## config.mk

```make
export PLATFORM = sky130hd
export DESIGN_NAME = adc_sample_fifo_flat
export DESIGN_NICKNAME = d
export VERILOG_FILES = /design/src/rtl/adc_pkg.sv /design/src/rtl/adc_sample_fifo_if.sv /design/src/rtl/adc_fifo_mem.sv /design/src/rtl/adc_sample_fifo.sv /design/src/flat_wrapper.sv
export SDC_FILE = /design/constraint.sdc
export NUM_CORES = 1
export LEC_CHECK = 0
export CAP_MARGIN = 15
export CORE_ASPECT_RATIO = 0.6
export CORE_UTILIZATION = 50
export DETAILED_ROUTE_END_ITERATION = 6
export GPL_TIMING_DRIVEN = 0
export PLACE_DENSITY = 0.71
export SETUP_SLACK_MARGIN = 0.2
export SKIP_CTS_REPAIR_TIMING = 1
export SYNTH_ARGS = -nofsm -noshare
export SYNTH_HDL_FRONTEND = slang
export SYNTH_HIERARCHICAL = 1
export SYNTH_SLANG_ARGS = --single-unit
```

## constraint.sdc

```tcl
create_clock -name clk -period 3.73 [get_ports clk]
set_input_delay 0.746 -clock clk [delete_from_list [all_inputs] [get_ports clk]]
set_output_delay 0.746 -clock clk [all_outputs]
set_load 0.005 [all_outputs]
```

## src/rtl/adc_pkg.sv

```systemverilog
// Shared ADC result definitions: widths, OSR-mode encodings and the FIFO entry layout.
package adc_pkg;

    localparam int ADC_RESULT_W = 16;
    localparam int OSR_MODE_W   = 3;
    localparam int ENTRY_W      = ADC_RESULT_W + OSR_MODE_W;

    localparam logic [OSR_MODE_W-1:0] OSR_BYPASS = 3'b000;
    localparam logic [OSR_MODE_W-1:0] OSR_4      = 3'b001;
    localparam logic [OSR_MODE_W-1:0] OSR_16     = 3'b010;
    localparam logic [OSR_MODE_W-1:0] OSR_64     = 3'b011;
    localparam logic [OSR_MODE_W-1:0] OSR_256    = 3'b100;

    typedef struct packed {
        logic [OSR_MODE_W-1:0]   mode;
        logic [ADC_RESULT_W-1:0] data;
    } fifo_entry_t;

endpackage

```

## src/rtl/adc_sample_fifo_if.sv

```systemverilog
// Valid/ready read stream carrying one tagged ADC sample from the FIFO head.
interface adc_sample_fifo_if;
    import adc_pkg::*;

    logic                    rd_valid;
    logic                    rd_ready;
    logic [ADC_RESULT_W-1:0] rd_data;
    logic [OSR_MODE_W-1:0]   rd_mode;

    modport master (output rd_valid, output rd_data, output rd_mode, input  rd_ready);
    modport slave  (input  rd_valid, input  rd_data, input  rd_mode, output rd_ready);

endinterface

```

## src/rtl/adc_fifo_mem.sv

```systemverilog
// DEPTH x ENTRY_W flop array with one synchronous write port and one asynchronous read port.
module adc_fifo_mem
    import adc_pkg::*;
#(
    parameter  int DEPTH  = 16,
    localparam int ADDR_W = $clog2(DEPTH)
) (
    input  logic              clk,
    input  logic              we_i,
    input  logic [ADDR_W-1:0] waddr_i,
    input  fifo_entry_t       wdata_i,
    input  logic [ADDR_W-1:0] raddr_i,
    output fifo_entry_t       rdata_o
);

    fifo_entry_t mem_q [DEPTH];

    // NOTE: storage is deliberately not reset; validity comes from the level counter,
    // so stale entries are never presented and the array stays plain enable flops.
    always_ff @(posedge clk) begin
        if (we_i) begin
            mem_q[waddr_i] <= wdata_i;
        end
    end

    assign rdata_o = mem_q[raddr_i];

endmodule

```

## src/rtl/adc_sample_fifo.sv

```systemverilog
// Captures strobed oversampler results with their OSR tag into a FIFO and streams them out,
// with level, sticky overflow and level-threshold interrupt status.
module adc_sample_fifo
    import adc_pkg::*;
#(
    parameter  int DEPTH    = 16,
    localparam int ADDR_W   = $clog2(DEPTH),
    localparam int THRESH_W = $clog2(DEPTH) + 1
) (
    input  logic                    clk,
    input  logic                    rst,
    input  logic                    sample_strobe,
    input  logic [ADC_RESULT_W-1:0] sample_data,
    input  logic [OSR_MODE_W-1:0]   sample_mode,
    adc_sample_fifo_if.master       rd,
    output logic [THRESH_W-1:0]     level,
    input  logic [THRESH_W-1:0]     threshold,
    output logic                    irq,
    output logic                    overflow,
    input  logic                    overflow_clr,
    input  logic                    flush
);

    localparam logic [THRESH_W-1:0] LEVEL_FULL = THRESH_W'(DEPTH);
    localparam logic [THRESH_W-1:0] LEVEL_ONE  = THRESH_W'(1);
    localparam logic [ADDR_W-1:0]   PTR_ONE    = ADDR_W'(1);

    logic [ADDR_W-1:0]   wr_ptr_q, wr_ptr_d;
    logic [ADDR_W-1:0]   rd_ptr_q, rd_ptr_d;
    logic [THRESH_W-1:0] level_q,  level_d;
    logic                irq_q,    irq_d;
    logic                ovf_q,    ovf_d;

    logic        full;
    logic        pop;
    logic        push;
    logic        drop;
    fifo_entry_t wr_entry;
    fifo_entry_t head;

    assign full     = (level_q == LEVEL_FULL);
    assign rd.rd_valid = (level_q != '0);
    assign pop      = rd.rd_valid & rd.rd_ready & ~flush;
    // A full FIFO still accepts a strobe when the head leaves in the same cycle.
    assign push     = sample_strobe & (~full | pop) & ~flush;
    assign drop     = sample_strobe & full & ~pop & ~flush;
    assign wr_entry = '{mode: sample_mode, data: sample_data};

    adc_fifo_mem #(.DEPTH(DEPTH)) u_mem (
        .clk     (clk),
        .we_i    (push),
        .waddr_i (wr_ptr_q),
        .wdata_i (wr_entry),
        .raddr_i (rd_ptr_q),
        .rdata_o (head)
    );

    // NOTE: every next-state signal gets its hold value first, so no path can infer a latch.
    always_comb begin
        wr_ptr_d = wr_ptr_q;
        rd_ptr_d = rd_ptr_q;
        level_d  = level_q;
        ovf_d    = ovf_q;

        if (flush) begin
            wr_ptr_d = '0;
            rd_ptr_d = '0;
            level_d  = '0;
        end else begin
            if (push) wr_ptr_d = wr_ptr_q + PTR_ONE;
            if (pop)  rd_ptr_d = rd_ptr_q + PTR_ONE;
            if (push && !pop)      level_d = level_q + LEVEL_ONE;
            else if (pop && !push) level_d = level_q - LEVEL_ONE;
        end

        // Set beats clear so a drop in the clearing cycle is never lost.
        if (drop)              ovf_d = 1'b1;
        else if (overflow_clr) ovf_d = 1'b0;

        irq_d = (threshold != '0) && (level_d >= threshold);
    end

    // NOTE: sequential state uses non-blocking assignments so all registers update together.
    always_ff @(posedge clk or posedge rst) begin
        if (rst) begin
            wr_ptr_q <= '0;
            rd_ptr_q <= '0;
            level_q  <= '0;
            irq_q    <= 1'b0;
            ovf_q    <= 1'b0;
        end else begin
            wr_ptr_q <= wr_ptr_d;
            rd_ptr_q <= rd_ptr_d;
            level_q  <= level_d;
            irq_q    <= irq_d;
            ovf_q    <= ovf_d;
        end
    end

    assign rd.rd_data = rd.rd_valid ? head.data : '0;
    assign rd.rd_mode = rd.rd_valid ? head.mode : '0;
    assign level      = level_q;
    assign irq        = irq_q;
    assign overflow   = ovf_q;

endmodule
```

## src/flat_wrapper.sv

```systemverilog
// flat-port wrapper written by rule: the top's interface ports become plain ports
module adc_sample_fifo_flat import adc_pkg::*;
#(
    parameter  int DEPTH    = 16,
    localparam int ADDR_W   = $clog2(DEPTH),
    localparam int THRESH_W = $clog2(DEPTH) + 1
)
  (clk, rst, sample_strobe, sample_data, sample_mode, level, threshold, irq, overflow, overflow_clr, flush, rd_rd_valid, rd_rd_data, rd_rd_mode, rd_rd_ready);
  adc_sample_fifo_if rd_i ();
  input  logic clk;
  input  logic rst;
  input  logic sample_strobe;
  input  logic [ADC_RESULT_W-1:0] sample_data;
  input  logic [OSR_MODE_W-1:0] sample_mode;
  output logic [THRESH_W-1:0] level;
  input  logic [THRESH_W-1:0] threshold;
  output logic irq;
  output logic overflow;
  input  logic overflow_clr;
  input  logic flush;
  output wire logic [$bits(rd_i.rd_valid)-1:0] rd_rd_valid;
  output wire logic [$bits(rd_i.rd_data)-1:0] rd_rd_data;
  output wire logic [$bits(rd_i.rd_mode)-1:0] rd_rd_mode;
  input wire logic [$bits(rd_i.rd_ready)-1:0] rd_rd_ready;
  assign rd_rd_valid = rd_i.rd_valid;
  assign rd_rd_data = rd_i.rd_data;
  assign rd_rd_mode = rd_i.rd_mode;
  assign rd_i.rd_ready = rd_rd_ready;
  adc_sample_fifo #(.DEPTH(DEPTH)) u_core (.clk(clk), .rst(rst), .sample_strobe(sample_strobe), .sample_data(sample_data), .sample_mode(sample_mode), .rd(rd_i), .level(level), .threshold(threshold), .irq(irq), .overflow(overflow), .overflow_clr(overflow_clr), .flush(flush));
endmodule
```

## After elaboration in Yosys (flattened, before gate mapping)

Memories as Yosys holds them, arrays and structs flattened.
Index checks and enable logic that the tools add are counted.

- Register bits after elaboration: 15
- Bits in writable memories: 304
- Input bits: 30
- Output and inout port bits: 27
- Memories kept: 1

- $add $sub $neg: 4
- Magnitude comparators: 1
- Eq/ne operators: 1
- Muxes and demuxes: 13
- Bitwise logic cells: 11
- Reductions and logical operators: 10

Memories:

| name | depth | width | read ports | clocked after memory_dff | wr ports | RTL line | text |
|---|---|---|---|---|---|---|---|
| u_core.u_mem.mem_q | 16 | 19 | 1 | 0 | 1 | adc_fifo_mem.sv:16 | `fifo_entry_t mem_q [DEPTH];` |

Operators with widths:

| operator | count |
|---|---|
| 2-to-1 mux 16 bit | 1 |
| 2-to-1 mux 4 bit | 4 |
| 2-to-1 mux 5 bit | 3 |
| nonzero test 5 bit | 2 |
| adder 4 x 1 -> 4 bit, second input constant | 2 |
| AND 1 bit | 7 |
| nonzero test 2 bit | 3 |
| adder 5 x 1 -> 5 bit, second input constant | 1 |
| equality test 5 bit, second input constant | 1 |
| >= comparator 5 bit | 1 |
| subtractor 5 x 1 -> 5 bit, second input constant | 1 |
| 2-to-1 mux 1 bit | 4 |
| logical AND 1 bit | 3 |
| 2-to-1 mux 3 bit | 1 |
| NOT 1 bit | 3 |
| zero test 1 bit | 2 |
| bitwise OR 1 bit | 1 |

## Logic depth before layout (Yosys ltp)

- Word-level depth: 13
- Depth in mapped cells: 12
- Mapped depth without buffers: 11

## Cells and area by module

The synthesis kept the hierarchy.

Modules (own cells, without submodules):

| module | instances | cells an instance | area an instance (µm²) |
|---|---|---|---|
| adc_fifo_mem | 1 | 488 | 11464.7 |
| adc_sample_fifo | 1 | 130 | 1144.8 |

## Worst setup path before layout

No wires, ideal clock.

- Path kind: input -> register
- Start: input port sample_strobe
- End: memory u_core/u_mem/mem_q[0][0] in the netlist's numbering, enable pin
- Setup time: 0.419 ns
- Data arrival time: 3.285 ns
- Required time: 3.311 ns
- Setup slack: 0.026 ns
- Stages on the path: 5
- Path through: clkbuf_1 > o21ai_0 > nor2_1 > or3b_2 > nor3_1

- Longest elaborated chain between the ends: 4

RTL lines:

| what | RTL line | text |
|---|---|---|
| from (decl) | flat_wrapper.sv:12 | `input logic sample_strobe;` |
| AND 1 bit (2 in a row) | adc_sample_fifo.sv:45 | `assign push = sample_strobe & (~full \| pop) & ~flush;` |
| net u_core.push | adc_sample_fifo.sv:36 | `logic push;` |
| 2-to-1 mux 1 bit | adc_fifo_mem.sv:21 | `if (we_i) begin` |
| 2-to-1 mux 1 bit (implied by the code) | adc_fifo_mem.sv:22 | `mem_q[waddr_i] <= wdata_i;` |
| to (decl) | adc_fifo_mem.sv:16 |  |

The timed path passes the listed nets, and every way through them passes these cells.

==> metrics.yaml <==
layout:
  layout-drive-gt1-share: 0.303
  fillers: 1671
  fin_util: 0.622
  final_cells: 1085
  area_delta_synth_final_pct: 20.6
  mostFrequentLayoutCells: "304 x edfxtp_1, 76 x mux4_2, 46 x clkdlybuf4s50_1, 30 x clkbuf_16, 26 x a22oi_2"
  diodes: 0
  nets: 781
  final_common_cell: "edfxtp_1"
power_and_ir_drop:
  p_per_area_nw_per_um2: 568
  p_total_mw: 8.64
  vdd_drop_max_uv: 342
  p_leak_nw: 5.01
worst_setup_path:
  required_ns: 2.98
  path_max_fanout: 10
  cp_cell_sequence: "buf_6 -> buf_6 -> mux4_2 -> a22oi_2 -> nand2_1 -> and2_1 -> clkdlybuf4s50_1"
  critPathKind: "reg -> out"
  reg2reg_slack_ns: 0.41
  critPathCapture: "rd_rd_data[5]"
  ff2ff_path_depth: 8
  reg2reg_to: "u_core/u_mem/mem_q[0][3]"
  arrival_ns: 2.97
  r2r_start: "u_core/level[1]"
  cp-end-kind: "output pin"
  crit_start: "u_core/rd_ptr_q[0]"
  critPathSlowestCell: "mux4_2"
  worst_setup_path_start_kind: "flip-flop"
  cpPeakStageDelay_ns: 0.53
  crit_top_cell: "buf_6"
drt:
  wl_per_cell_um: 26.1
  route.vias.total: 6637
  drt_first_pass_iters: 7
  drc_errors: 0
  routed_wl_mm: 28.3
  drt_iter0_drc: 715
  detail-route-antenna-nets: 0
  viasPerCell: 6.12
timing:
  slew_headroom: 0.484
  max_freq_mhz: 269
  finalSetupViolCount: 0
  holdWs_ns: 0.540
  skew_ns: 0.00877
  finalCritPeriodShare: 0.996
  slew_viol_final: 0
  hold_viol: 0
  rsz0062_at_grt: "yes"
  fin_crit_ns: 3.71
  tightest_slew_ns: 0.772
grt:
  antenna_found_initial: 0
  grt_max_degree: 17
  met3_usage: 0.0394
  gr-total-overflow: 0
  grt_pass1_vias: 6536
  grt_pass1_wl_mm: 41.5
  use_met1: 0.348
  use_met2: 0.324
  grt_usage: 0.220
  top_usage_layer: "met1"
clock_network:
  clkTransAtPathRegs_ns: 0.07
  root_buffer: "clkbuf_16"
  cts_sinks: 319
  htreeDepth: 1
  insertion_delay_ns: 0.53
  clockBufferDepth: 3
  cts_tree: "yes"
  cts-buffers-inserted: 28
logic_synthesis:
  syn_nets: 658
  syn_avg_cell_area_um2: 20.4
  synth_cell_types: 40
  yosys.area.top_type: "edfxtp_1"
  async_flop_share: 0.0470
  yosys_warnings: 6
  netlist.area_leader.share: 0.724
  synth_ff_type: "edfxtp_1"
  synth_area_leaders: "edfxtp_1 72%, mux4_2 14%, dfrtp_1 3.0%, a22oi_1 2.3%, and2_1 0.99%"
  synth_edf_count: 304
  synth_seq_cells: 319
  synthCells: 618
  netlist_area_um2: 12600
  synth-seq-area-share: 0.754
run_status:
  outcome: "finished, final reports clean"
floorplanning:
  pin_count: 57
  rows: 44
  start_util: 0.516
  die_area_um2: 25900
  fp.coreArea_um2: 24400
  die_h_um: 125
  dieWidth_um: 207
placement:
  io_buffers: 55
  place_hpwl_mm: 18.9
  place_congestion: 0.813
  placed_cells: 1013
worst_hold_path:
  hold_class: "reg -> reg"
flow_run:
  cap_viol_max_count: 0
## per-stage QoR
step | setup TNS [ns] | worst slack (ns) | cell area, µm²
2_1_floorplan | 0 | 0.366 | 12600
3_3_place_gp | -249.40 | -1.68 | 13600
3_5_place_dp | -13.06 | -0.249 | 13900
4_1_cts | -8.10 | -0.580 | 14800
5_1_grt | -0.0546 | -0.0213 | 15200
6_report | 0 | 0.0163 | 15200
## worst max-delay path, delay by kind of cell (launching register included)
kind / cells / cell delay [ns]
buffers and inverters: 3 / 0.84
and+or+nand+nor: 2 / 0.26
DFF: 1 / 0.42
muxes: 1 / 0.53
AOI/OAI and AO/OA: 1 / 0.37
## power by group
part	switching (mW)	internal [mW]
clock network	1.19	1.49
registers	0.0574	3.98
logic	0.879	1.04
## worst min-delay path by stage
stage / startpoint / slack, ns / cells after the start / to
after floorplan: u_core/overflow / 0.53 / 2 / u_core/overflow
after global placement: u_core/overflow / 0.52 / 2 / u_core/overflow
after detailed placement: u_core/overflow / 0.54 / 2 / u_core/overflow
after CTS: u_core/overflow / 0.55 / 2 / u_core/overflow
after global routing: u_core/overflow / 0.56 / 2 / u_core/overflow
final: u_core/overflow / 0.54 / 2 / u_core/overflow
## routing by layer
| layer | vias to the layer above | part of all wire |
|---|---|---|
| met3 | 31 | 0.087 |
| met2 | 302 | 0.45 |
| li1 | 2788 | - |
| met5 | - | 0 |
| met4 | 0 | 0.013 |
| met1 | 3516 | 0.45 |
## sequential cells by signal, summed over array words and instances, names as in the netlist
signal	count
u_core/irq	1
u_core/level	5
u_core/overflow	1
u_core/rd_ptr_q	4
u_core/u_mem/mem_q	304
u_core/wr_ptr_q	4
## synth_stat cells (2+ instances only)
cell type,n
mux2_2,4
mux2i_1,3
o21ai_0,2
a31oi_1,2
buf_2,8
nand3_1,4
buf_6,5
and4_1,2
clkbuf_1,16
nand3b_1,2
o211ai_1,3
or3b_2,2
nand2_1,24
buf_1,2
ha_1,10
and3_1,2
edfxtp_1,304
a21oi_1,3
xor2_1,5
nor2_1,29
nand2b_1,3
dfrtp_1,15
mux4_2,76
nor3b_1,3
or4b_1,2
nor2b_1,5
nor3_1,5
inv_1,9
and2_1,20
a22oi_1,38
## cell families after synthesis
| logic type | synth area share |
|---|---|
| fa+ha+maj | 0.00992 |
| buf+inv | 0.0157 |
| compound gates | 0.0306 |
| xor+xnor | 0.00417 |
| simple gates | 0.0443 |
| flops | 0.754 |
| mux | 0.142 |
## layout make-up
class	count	area [µm²]	share of cell area
multi-input cells	259	3120	0.205
clock inverters	14	83.8	0.00551
plain buffers	31	264	0.0174
flip-flops and latches	319	9510	0.625
clock buffers	38	759	0.0499
repair buffers	93	1040	0.0681
inverters	9	33.8	0.00222
well taps	322	403	0.0265
Power figures use the tool's default switching activity.
